### config.mk
export PLATFORM = sky130hd
export DESIGN_NAME = tlb_sv32_plru
export DESIGN_NICKNAME = d
export VERILOG_FILES = /design/src/rtl/tlb_sv32_plru.sv
export SDC_FILE = /design/constraint.sdc
export NUM_CORES = 1
export LEC_CHECK = 0
export CORE_MARGIN = 5
export CORE_UTILIZATION = 55
export CTS_BUF_LIST = sky130_fd_sc_hd__clkbuf_16
export CTS_CLUSTER_DIAMETER = 200
export DETAILED_ROUTE_END_ITERATION = 8
export PLACE_DENSITY = 0.84
export SLEW_MARGIN = 10
export SYNTH_ARGS = -nofsm -noshare
export SYNTH_HDL_FRONTEND = slang
export SYNTH_SLANG_ARGS = --single-unit
### constraint.sdc
create_clock -name clk_i -period 3.85 [get_ports clk_i]
set_input_delay 0.5775 -clock clk_i [delete_from_list [all_inputs] [get_ports clk_i]]
set_output_delay 0.5775 -clock clk_i [all_outputs]
set_load 0.03 [all_outputs]
### src/rtl/tlb_sv32_plru.sv
// Fully-associative Sv32 TLB with tree pseudo-LRU replacement.
// Lookups are combinational. Refills and SFENCE.VMA flushes commit on the rising edge.
module tlb_sv32_plru #(
    parameter int TLB_ENTRIES = 4,
    parameter int ASID_WIDTH  = 1
) (
    input  logic                   clk_i,
    input  logic                   rst_ni,
    input  logic                   flush_i,
    input  logic [ASID_WIDTH-1:0]  asid_to_be_flushed_i,
    input  logic [31:0]            vaddr_to_be_flushed_i,
    input  logic                   update_valid_i,
    input  logic                   update_is_4M_i,
    input  logic [19:0]            update_vpn_i,
    input  logic [ASID_WIDTH-1:0]  update_asid_i,
    input  logic [31:0]            update_content_i,
    input  logic                   lu_access_i,
    input  logic [ASID_WIDTH-1:0]  lu_asid_i,
    input  logic [31:0]            lu_vaddr_i,
    output logic                   lu_hit_o,
    output logic [31:0]            lu_content_o,
    output logic                   lu_is_4M_o,
    output logic [TLB_ENTRIES-1:0] valid_o
);

    localparam int IDX_W  = $clog2(TLB_ENTRIES);
    localparam int TREE_W = TLB_ENTRIES - 1;

    typedef struct packed {
        logic                  is_4m;
        logic [9:0]            vpn1;
        logic [9:0]            vpn0;
        logic [ASID_WIDTH-1:0] asid;
        logic [31:0]           content;
    } entry_t;

    entry_t                 entry_q [TLB_ENTRIES];
    entry_t                 entry_d [TLB_ENTRIES];
    logic [TLB_ENTRIES-1:0] valid_q, valid_d;
    logic [TREE_W-1:0]      plru_q, plru_d;

    logic [TLB_ENTRIES-1:0] lu_match;
    logic [TLB_ENTRIES-1:0] upd_match;
    logic [TLB_ENTRIES-1:0] flush_match;
    logic                   lu_hit;
    logic [IDX_W-1:0]       lu_idx;
    logic [IDX_W-1:0]       upd_target;
    logic                   unused_bits;

    // The page offset plays no part in translation.
    assign unused_bits = ^lu_vaddr_i[11:0];

    // Mark the path to an entry so every tree node points at the other half.
    function automatic logic [TREE_W-1:0] plru_touch(input logic [TREE_W-1:0] tree,
                                                     input logic [IDX_W-1:0]  idx);
        logic [TREE_W-1:0] t;
        logic [IDX_W-1:0]  sh;
        logic              dir;
        int                node;
        t    = tree;
        node = 0;
        for (int lvl = 0; lvl < IDX_W; lvl++) begin
            sh  = idx >> (IDX_W - 1 - lvl);
            dir = sh[0];
            for (int n = 0; n < TREE_W; n++) begin
                if (n == node) t[n] = ~dir;
            end
            node = 2 * node + 1 + int'(dir);
        end
        return t;
    endfunction

    // Follow the tree bits from the root; a 0 bit steers towards the lower index.
    function automatic logic [IDX_W-1:0] plru_victim(input logic [TREE_W-1:0] tree);
        logic [IDX_W-1:0] v;
        logic             b;
        int               node;
        v    = '0;
        node = 0;
        for (int lvl = 0; lvl < IDX_W; lvl++) begin
            b = 1'b0;
            for (int n = 0; n < TREE_W; n++) begin
                if (n == node) b = tree[n];
            end
            v    = (v << 1) | IDX_W'(b);
            node = 2 * node + 1 + int'(b);
        end
        return v;
    endfunction

    // Per-entry compare against the lookup, the refill tag and the flush request.
    always_comb begin
        lu_match    = '0;
        upd_match   = '0;
        flush_match = '0;
        for (int i = 0; i < TLB_ENTRIES; i++) begin
            lu_match[i] = lu_access_i && valid_q[i]
                        && ((entry_q[i].asid == lu_asid_i) || entry_q[i].content[5])
                        && (entry_q[i].vpn1 == lu_vaddr_i[31:22])
                        && (entry_q[i].is_4m || (entry_q[i].vpn0 == lu_vaddr_i[21:12]));

            upd_match[i] = valid_q[i]
                         && (entry_q[i].is_4m == update_is_4M_i)
                         && (entry_q[i].vpn1 == update_vpn_i[19:10])
                         && (update_is_4M_i || (entry_q[i].vpn0 == update_vpn_i[9:0]))
                         && (entry_q[i].asid == update_asid_i);

            if (asid_to_be_flushed_i == '0) begin
                if (vaddr_to_be_flushed_i == '0) begin
                    flush_match[i] = 1'b1;
                end else begin
                    flush_match[i] = (entry_q[i].vpn1 == vaddr_to_be_flushed_i[31:22])
                        && (entry_q[i].is_4m || (entry_q[i].vpn0 == vaddr_to_be_flushed_i[21:12]));
                end
            end else begin
                flush_match[i] = !entry_q[i].content[5]
                    && (entry_q[i].asid == asid_to_be_flushed_i)
                    && ((vaddr_to_be_flushed_i == '0)
                        || ((entry_q[i].vpn1 == vaddr_to_be_flushed_i[31:22])
                            && (entry_q[i].is_4m || (entry_q[i].vpn0 == vaddr_to_be_flushed_i[21:12]))));
            end
        end
    end

    // Lowest matching index wins; scanning downwards leaves it as the final pick.
    always_comb begin
        lu_hit = 1'b0;
        lu_idx = '0;
        for (int i = TLB_ENTRIES - 1; i >= 0; i--) begin
            if (lu_match[i]) begin
                lu_hit = 1'b1;
                lu_idx = IDX_W'(i);
            end
        end
    end

    // Refill target: same tag in place, else lowest free slot, else the PLRU victim.
    always_comb begin
        logic found_same;
        logic found_free;
        logic [IDX_W-1:0] same_idx;
        logic [IDX_W-1:0] free_idx;
        found_same = 1'b0;
        found_free = 1'b0;
        same_idx   = '0;
        free_idx   = '0;
        for (int i = TLB_ENTRIES - 1; i >= 0; i--) begin
            if (upd_match[i]) begin
                found_same = 1'b1;
                same_idx   = IDX_W'(i);
            end
            if (!valid_q[i]) begin
                found_free = 1'b1;
                free_idx   = IDX_W'(i);
            end
        end
        if (found_same)      upd_target = same_idx;
        else if (found_free) upd_target = free_idx;
        else                 upd_target = plru_victim(plru_q);
    end

    // Next state: lookup touch first, then a flush or (if no flush) the refill.
    always_comb begin
        valid_d = valid_q;
        plru_d  = plru_q;
        for (int i = 0; i < TLB_ENTRIES; i++) entry_d[i] = entry_q[i];

        if (lu_hit) plru_d = plru_touch(plru_d, lu_idx);

        if (flush_i) begin
            valid_d = valid_q & ~flush_match;
        end else if (update_valid_i) begin
            for (int i = 0; i < TLB_ENTRIES; i++) begin
                if (IDX_W'(i) == upd_target) begin
                    valid_d[i]         = 1'b1;
                    entry_d[i].is_4m   = update_is_4M_i;
                    entry_d[i].vpn1    = update_vpn_i[19:10];
                    entry_d[i].vpn0    = update_vpn_i[9:0];
                    entry_d[i].asid    = update_asid_i;
                    entry_d[i].content = update_content_i;
                end
            end
            plru_d = plru_touch(plru_d, upd_target);
        end
    end

    // State registers, cleared asynchronously so a pending refill or flush is discarded.
    always_ff @(posedge clk_i or negedge rst_ni) begin
        if (!rst_ni) begin
            valid_q <= '0;
            plru_q  <= '0;
            for (int i = 0; i < TLB_ENTRIES; i++) entry_q[i] <= '0;
        end else begin
            valid_q <= valid_d;
            plru_q  <= plru_d;
            for (int i = 0; i < TLB_ENTRIES; i++) entry_q[i] <= entry_d[i];
        end
    end

    assign lu_hit_o     = lu_hit;
    assign lu_content_o = lu_hit ? entry_q[lu_idx].content : 32'h0;
    assign lu_is_4M_o   = lu_hit ? entry_q[lu_idx].is_4m : 1'b0;
    assign valid_o      = valid_q;

endmodule

# [After elaboration in Yosys (flattened, before gate mapping)]
# Index checks and enable logic that the tools add are counted.
[op_classes] n_addsub=3 n_mul=0 n_div=0 order_cmp=1 eq_ne=49 shifts=0 n_mux=61 n_bitwise=9 n_reduce_logical=86
[ops] op="equality test 10 bit" n=24
[ops] op="zero test 32 bit" n=4
[ops] op="binary-select mux 54 bit (select 2 bit)" n=1
[ops] op="two-way mux 54 bit" n=2
[ops] op="logical AND 1 bit" n=44
[ops] op="two-way mux 1 bit" n=38
[ops] op="two-way mux 32 bit" n=1
[ops] op="two-way mux 2 bit" n=14
[ops] op="logical OR 1 bit" n=20
[ops] op="equality test 1 bit" n=16
[ops] op="AND reduction 3 bit" n=4
[ops] op="equality test 2 bit (first input constant)" n=5
[ops] op="nonzero test 2 bit" n=5
[ops] op="two-way mux 3 bit" n=3
[ops] op="equality test 1 x 2 -> 1 bit (first input constant)" n=4
[ops] op="two-way mux 4 bit" n=2
[ops] op="AND reduction 2 bit" n=4
[ops] op="adder 1 x 1 -> 2 bit (first input constant)" n=3
[ops] op="inverter 1 bit" n=5
[ops] op="AND 4 bit" n=1
[ops] op="zero test 1 bit" n=4
[ops] op="inverter 4 bit" n=1
[ops] op="greater-or-equal comparator 3 bit (second input constant)" n=1
[ops] op="inverter 2 -> 3 bit" n=1
[ops] op="2 further kinds" n=2
[totals] regBits=223 latchBits=0 ram_bits=0 rom_bits=0 input_bits=125 word_cells=234 mem_count=0

# [Depth between registers and ports, before layout]
[logic_depth] ltp_word=25 ltp_mapped=10 mapped_depth_nobuf=7

# [Least setup slack after synthesis]
# OpenSTA, ideal clock, no wires.
[synth_timing] path_type="input -> output" from="in lu_vaddr_i[30]" to="out lu_content_o[20]" arrival_time_ns=3.029 required_time_ns=3.273 slack_ns=0.243 cell_stages=9 n_path_buf=2 path_cell_list="xor2_1 -> or4_1 -> nor4_1 -> a2bb2oi_1 -> or3_1 -> buf_2 -> buf_2 -> mux2i_1 -> o22ai_1"
[synth_via] elab_chain_len=12 elab_cells_between_ends=25 classes_between="eq/ne (4); mux (12); bitwise (1); reduce/logical (8)"
[synth_rtl] item="start: declaration" line_no="19" source="input logic [31:0] lu_vaddr_i,"
[synth_rtl] item="equality test 10 bit" line_no="99" source="&& (entry_q[i].vpn1 == lu_vaddr_i[31:22])"
[synth_rtl] item="logical AND 1 bit" line_no="99"
[synth_rtl] item="logical AND 1 bit" line_no="100" source="&& (entry_q[i].is_4m || (entry_q[i].vpn0 == lu_vaddr_i[21:12]));"
[synth_rtl] item="two-way mux 2 bit (4 in series)" line_no="130" source="if (lu_match[i]) begin"
[synth_rtl] item="inverter 2 -> 3 bit (not written as such)" line_no="201" source="assign lu_content_o = lu_hit ? entry_q[lu_idx].content : 32'h0;"
[synth_rtl] item="binary-select mux 54 bit (select 2 bit)" line_no="201"
[synth_rtl] item="two-way mux 54 bit (2 in series)"
[synth_rtl] item="two-way mux 32 bit *" line_no="201"
[synth_rtl] item="end: declaration" line_no="21" source="output logic [31:0] lu_content_o,"
# Mark *: on every way between the ends. The rest lies on a longest branch, timed or not. The select of a mux whose other input is x is not followed.

# [Worst setup path after layout]
[layout_timing] from="reg entry_q[101] (netlist name)" to="out lu_content_o[12]"
[layout_via] elab_chain_len=11 elab_cells_between_ends=14 classes_between="eq/ne (1); mux (10); bitwise (1); reduce/logical (2)"
[layout_rtl] item="equality test 10 bit *" line_no="99"
[layout_rtl] item="logical AND 1 bit *" line_no="99"
[layout_rtl] item="logical AND 1 bit *" line_no="100"
[layout_rtl] item="two-way mux 2 bit (3 in series)" line_no="130"
[layout_rtl] item="inverter 2 -> 3 bit (not written as such)" line_no="201"
[layout_rtl] item="binary-select mux 54 bit (select 2 bit)" line_no="201"
[layout_rtl] item="two-way mux 54 bit (2 in series)"
[layout_rtl] item="two-way mux 32 bit *" line_no="201"
# Marks and branches as above.

==> impl_metrics.yaml <==
yosys:
  synth_xor_area_frac: 0.1691
  synth_most_common_cell: "dfrtp_1"
  yosys.area_share.simple: 0.06504
  ys_warn_count: 0
  synth_top_family_by_area: "multiplexers"
  ys_seq_area_frac: 0.4310
  syn-num-nets: 1185
  synth.area.mux_share: 0.2501
  synth_area_per_cell_sq_um: 12.21
  synthArstFlopShare: 1.000
  synth_compound_gate_area_share: 0.04794
  yosysTopAreaCell: "dfrtp_1"
  synth_edf_count: 0
  synthesis.area_sq_mm: 0.01295
  synth_top_area_frac: 0.4310
  synth_flop_cell: "dfrtp_1"
  synth_area_leaders: "dfrtp_1, xor2_1, mux2_4"
  synth_commonest_cells: "dfrtp_1, xor2_1, xnor2_1"
  netlist_instances: 1060
  synth_seq_cells: 223
  synthAdderAreaFrac: 0
  yosysUniqueCellTypes: 51
setup_path:
  crit_required_ps: 3270
  crit_path_end: "lu_content_o[12]"
  worstSetupPathType: "reg2out"
  ff2ff_path_depth: 8
  r2r_slack_ps: 500
  r2r_end: "entry_q[97]"
  crit_arrival_ps: 3270
  startpoint: "entry_q[101]"
  cp_max_fo: 6
  start_kind: "flop"
  timing.rr.start: "entry_q[44]"
  critPathCaptureType: "output pin"
detailed_routing:
  first_iter_violations: 545
  postRouteWirelength_um: 36610
  firstDrtPassIters: 5
  avgViaCountPerCell: 5.793
  drc: 0
  ant_nets: 0
  vias: 9356
  wl_per_cell_um: 22.67
timing:
  final_hold_viol_count: 0
  fin_crit_sh: 0.9987
  clock_skew_ps: 22.57
  max-slew-margin-rel: 0.3839
  period_needed_ps: 3845
  worstMarginPinSlew_ps: 924.2
  rsz0062_at_grt: "true"
  slew_viol_final: 0
  setup_viol: 0
  max_freq_ghz: 0.2601
floorplan:
  core-area_sq_mm: 0.02333
  die_x_um: 163.4
  chipHeight_um: 163.4
  die-area_sq_mm: 0.02671
  start_util: 0.5549
  rows: 56
  ios: 163
pwr:
  pwr-share-seq: 0.400
  ir_worst_vdd_v: 0.0004453
  power_switching_share: 0.3500
  powerDensity_mw_per_mm2: 722.5
  power_frac_clock: 0.213
  power_mw: 12.04
  switchingPower_mw: 4.216
  cellLeakagePower_nw: 7.515
  p_int_mw: 7.828
  combPwrFrac: 0.387
clock_tree:
  htreeDepth: 1
  clockBufferDepth: 3
  cts_tree: "done"
  cts_sinks: 223
  clock_latency_ps: 540
  path_clk_slew_ps: 60
  root_buffer: "clkbuf_16"
  hold_buffers: 0
  cts_made_buffers: 26
placement:
  place_hpwl_um: 25340
  place.port_buffers: 150
  gp_congestion: 0.9907
final_layout:
  regArea_sq_mm: 0.005590
  final_util: 0.7145
  multiInputGateArea_sq_mm: 0.007153
  fill_cells: 1609
  syn2layout_area_growth_pct: 28.77
  drive_gt1_frac: 0.3094
  antenna_cells: 0
  nets: 1401
grt:
  grt_max_degree: 108
  grt_overflow: 0
  grt_pass1_wl_um: 57190
  first_global_vias: 10231
  grt_usage: 0.2721
  antenna_found_initial: 1
job:
  drv_cap: 0
hold_path:
  min_path_type: "in2async"
status:
  status: "finished clean"
-- worst min path at each step --
stage | from | end | slack [ps]
after floorplan | rst_ni | entry_q[0] | 280
after global placement | entry_q[68] | entry_q[68] | 470
after detailed placement | entry_q[78] | entry_q[78] | 480
after CTS | rst_ni | entry_q[39] | 120
after global routing | rst_ni | entry_q[92] | 130
final | rst_ni | entry_q[33] | 20
-- stage by stage --
step                hold WS, ps  area, sq um  TNS (ps)  cells  setup WS, ps
floorplan                 281.9        12950         0   1060         243.2
global placement          466.2        15320    -10570   1548        -458.2
detailed placement        475.3        15320    -10570   1548        -430.0
CTS                       121.4        16510         0   1611         4.510
global route              125.5        16670    -843.1   1615        -83.24
finish                    22.44        16670         0   1615         4.982
-- power groups by stage --
stage / clock network [mW] / registers, mW / logic (mW)
4_1_cts: 2.59 / 4.77 / 4.56
6_report: 2.57 / 4.82 / 4.66
2_1_floorplan: 0 / 4.42 / 3.33
3_3_place_gp: 0 / 4.72 / 4.24
3_5_place_dp: 0 / 4.79 / 4.36
5_1_grt: 2.71 / 4.98 / 4.97
-- state kept, by name, indices dropped and copies added (netlist names) --
signal,flops
entry_q,216
valid_o,4
plru_q,3
-- critical path, cell delays in order, from the launching register on --
cell,delay (ps)
dfrtp_2,410
xor2_1,140
or4_4,540
nor4_4,150
buf_4,170
a2bb2oi_4,60
or3_4,440
buf_12,150
buf_16,130
mux2i_1,120
o22ai_1,200
buf_4,200
-- timing repair --
action                     CTS  global route
setup buffers               13             4
setup endpoints to repair   33            31
resized for setup           50            27
pin swaps                   22             9
cloned                       2             0
-- placed cells by master (no fill, tap or decap), types with 6 or more instances in the layout --
| cell type | n |
|---|---|
| a21oi_1 | 18 |
| buf_12 | 20 |
| buf_4 | 122 |
| buf_6 | 6 |
| clkbuf_16 | 26 |
| clkdlybuf4s50_1 | 95 |
| clkinv_1 | 7 |
| dfrtp_1 | 215 |
| dfrtp_2 | 8 |
| dlygate4sd2_1 | 19 |
| inv_1 | 11 |
| mux2_1 | 53 |
| mux2_2 | 87 |
| mux2_4 | 76 |
| mux2i_1 | 46 |
| nand2_1 | 9 |
| nand3_1 | 7 |
| nand4_1 | 31 |
| nor2_1 | 11 |
| nor2b_1 | 18 |
| nor4_1 | 35 |
| nor4_2 | 8 |
| o21ai_0 | 13 |
| o22ai_1 | 27 |
| o22ai_2 | 6 |
| xnor2_1 | 115 |
| xor2_1 | 134 |
-- layout make-up --
type                            instances  share of cell area
Sequential cell                       223              0.3353
Inverter                                7            0.001576
Tap cell                              319             0.02394
Clock inverter                         22             0.01396
Timing Repair Buffer                  268              0.1571
Multi-Input combinational cell        750              0.4291
Clock buffer                           26             0.03903
-- kinds of logic after synthesis --
| group | count (synthesis) |
|---|---|
| AO/OA/AOI/OAI | 90 |
| XOR/XNOR | 250 |
| buffers and inverters | 87 |
| flip-flops | 223 |
| multiplexers | 268 |
| AND/OR/NAND/NOR | 142 |
-- routing by layer --
metal / vias to the layer above / part of all wire / GRT usage
li1: 4202 / - / -
met1: 4705 / 0.43 / 0.3710
met2: 361 / 0.47 / 0.4443
met3: 86 / 0.067 / 0.05223
met4: 2 / 0.030 / 0.08197
met5: - / 0.00036 / 0
(Power assumes the default switching activity.)
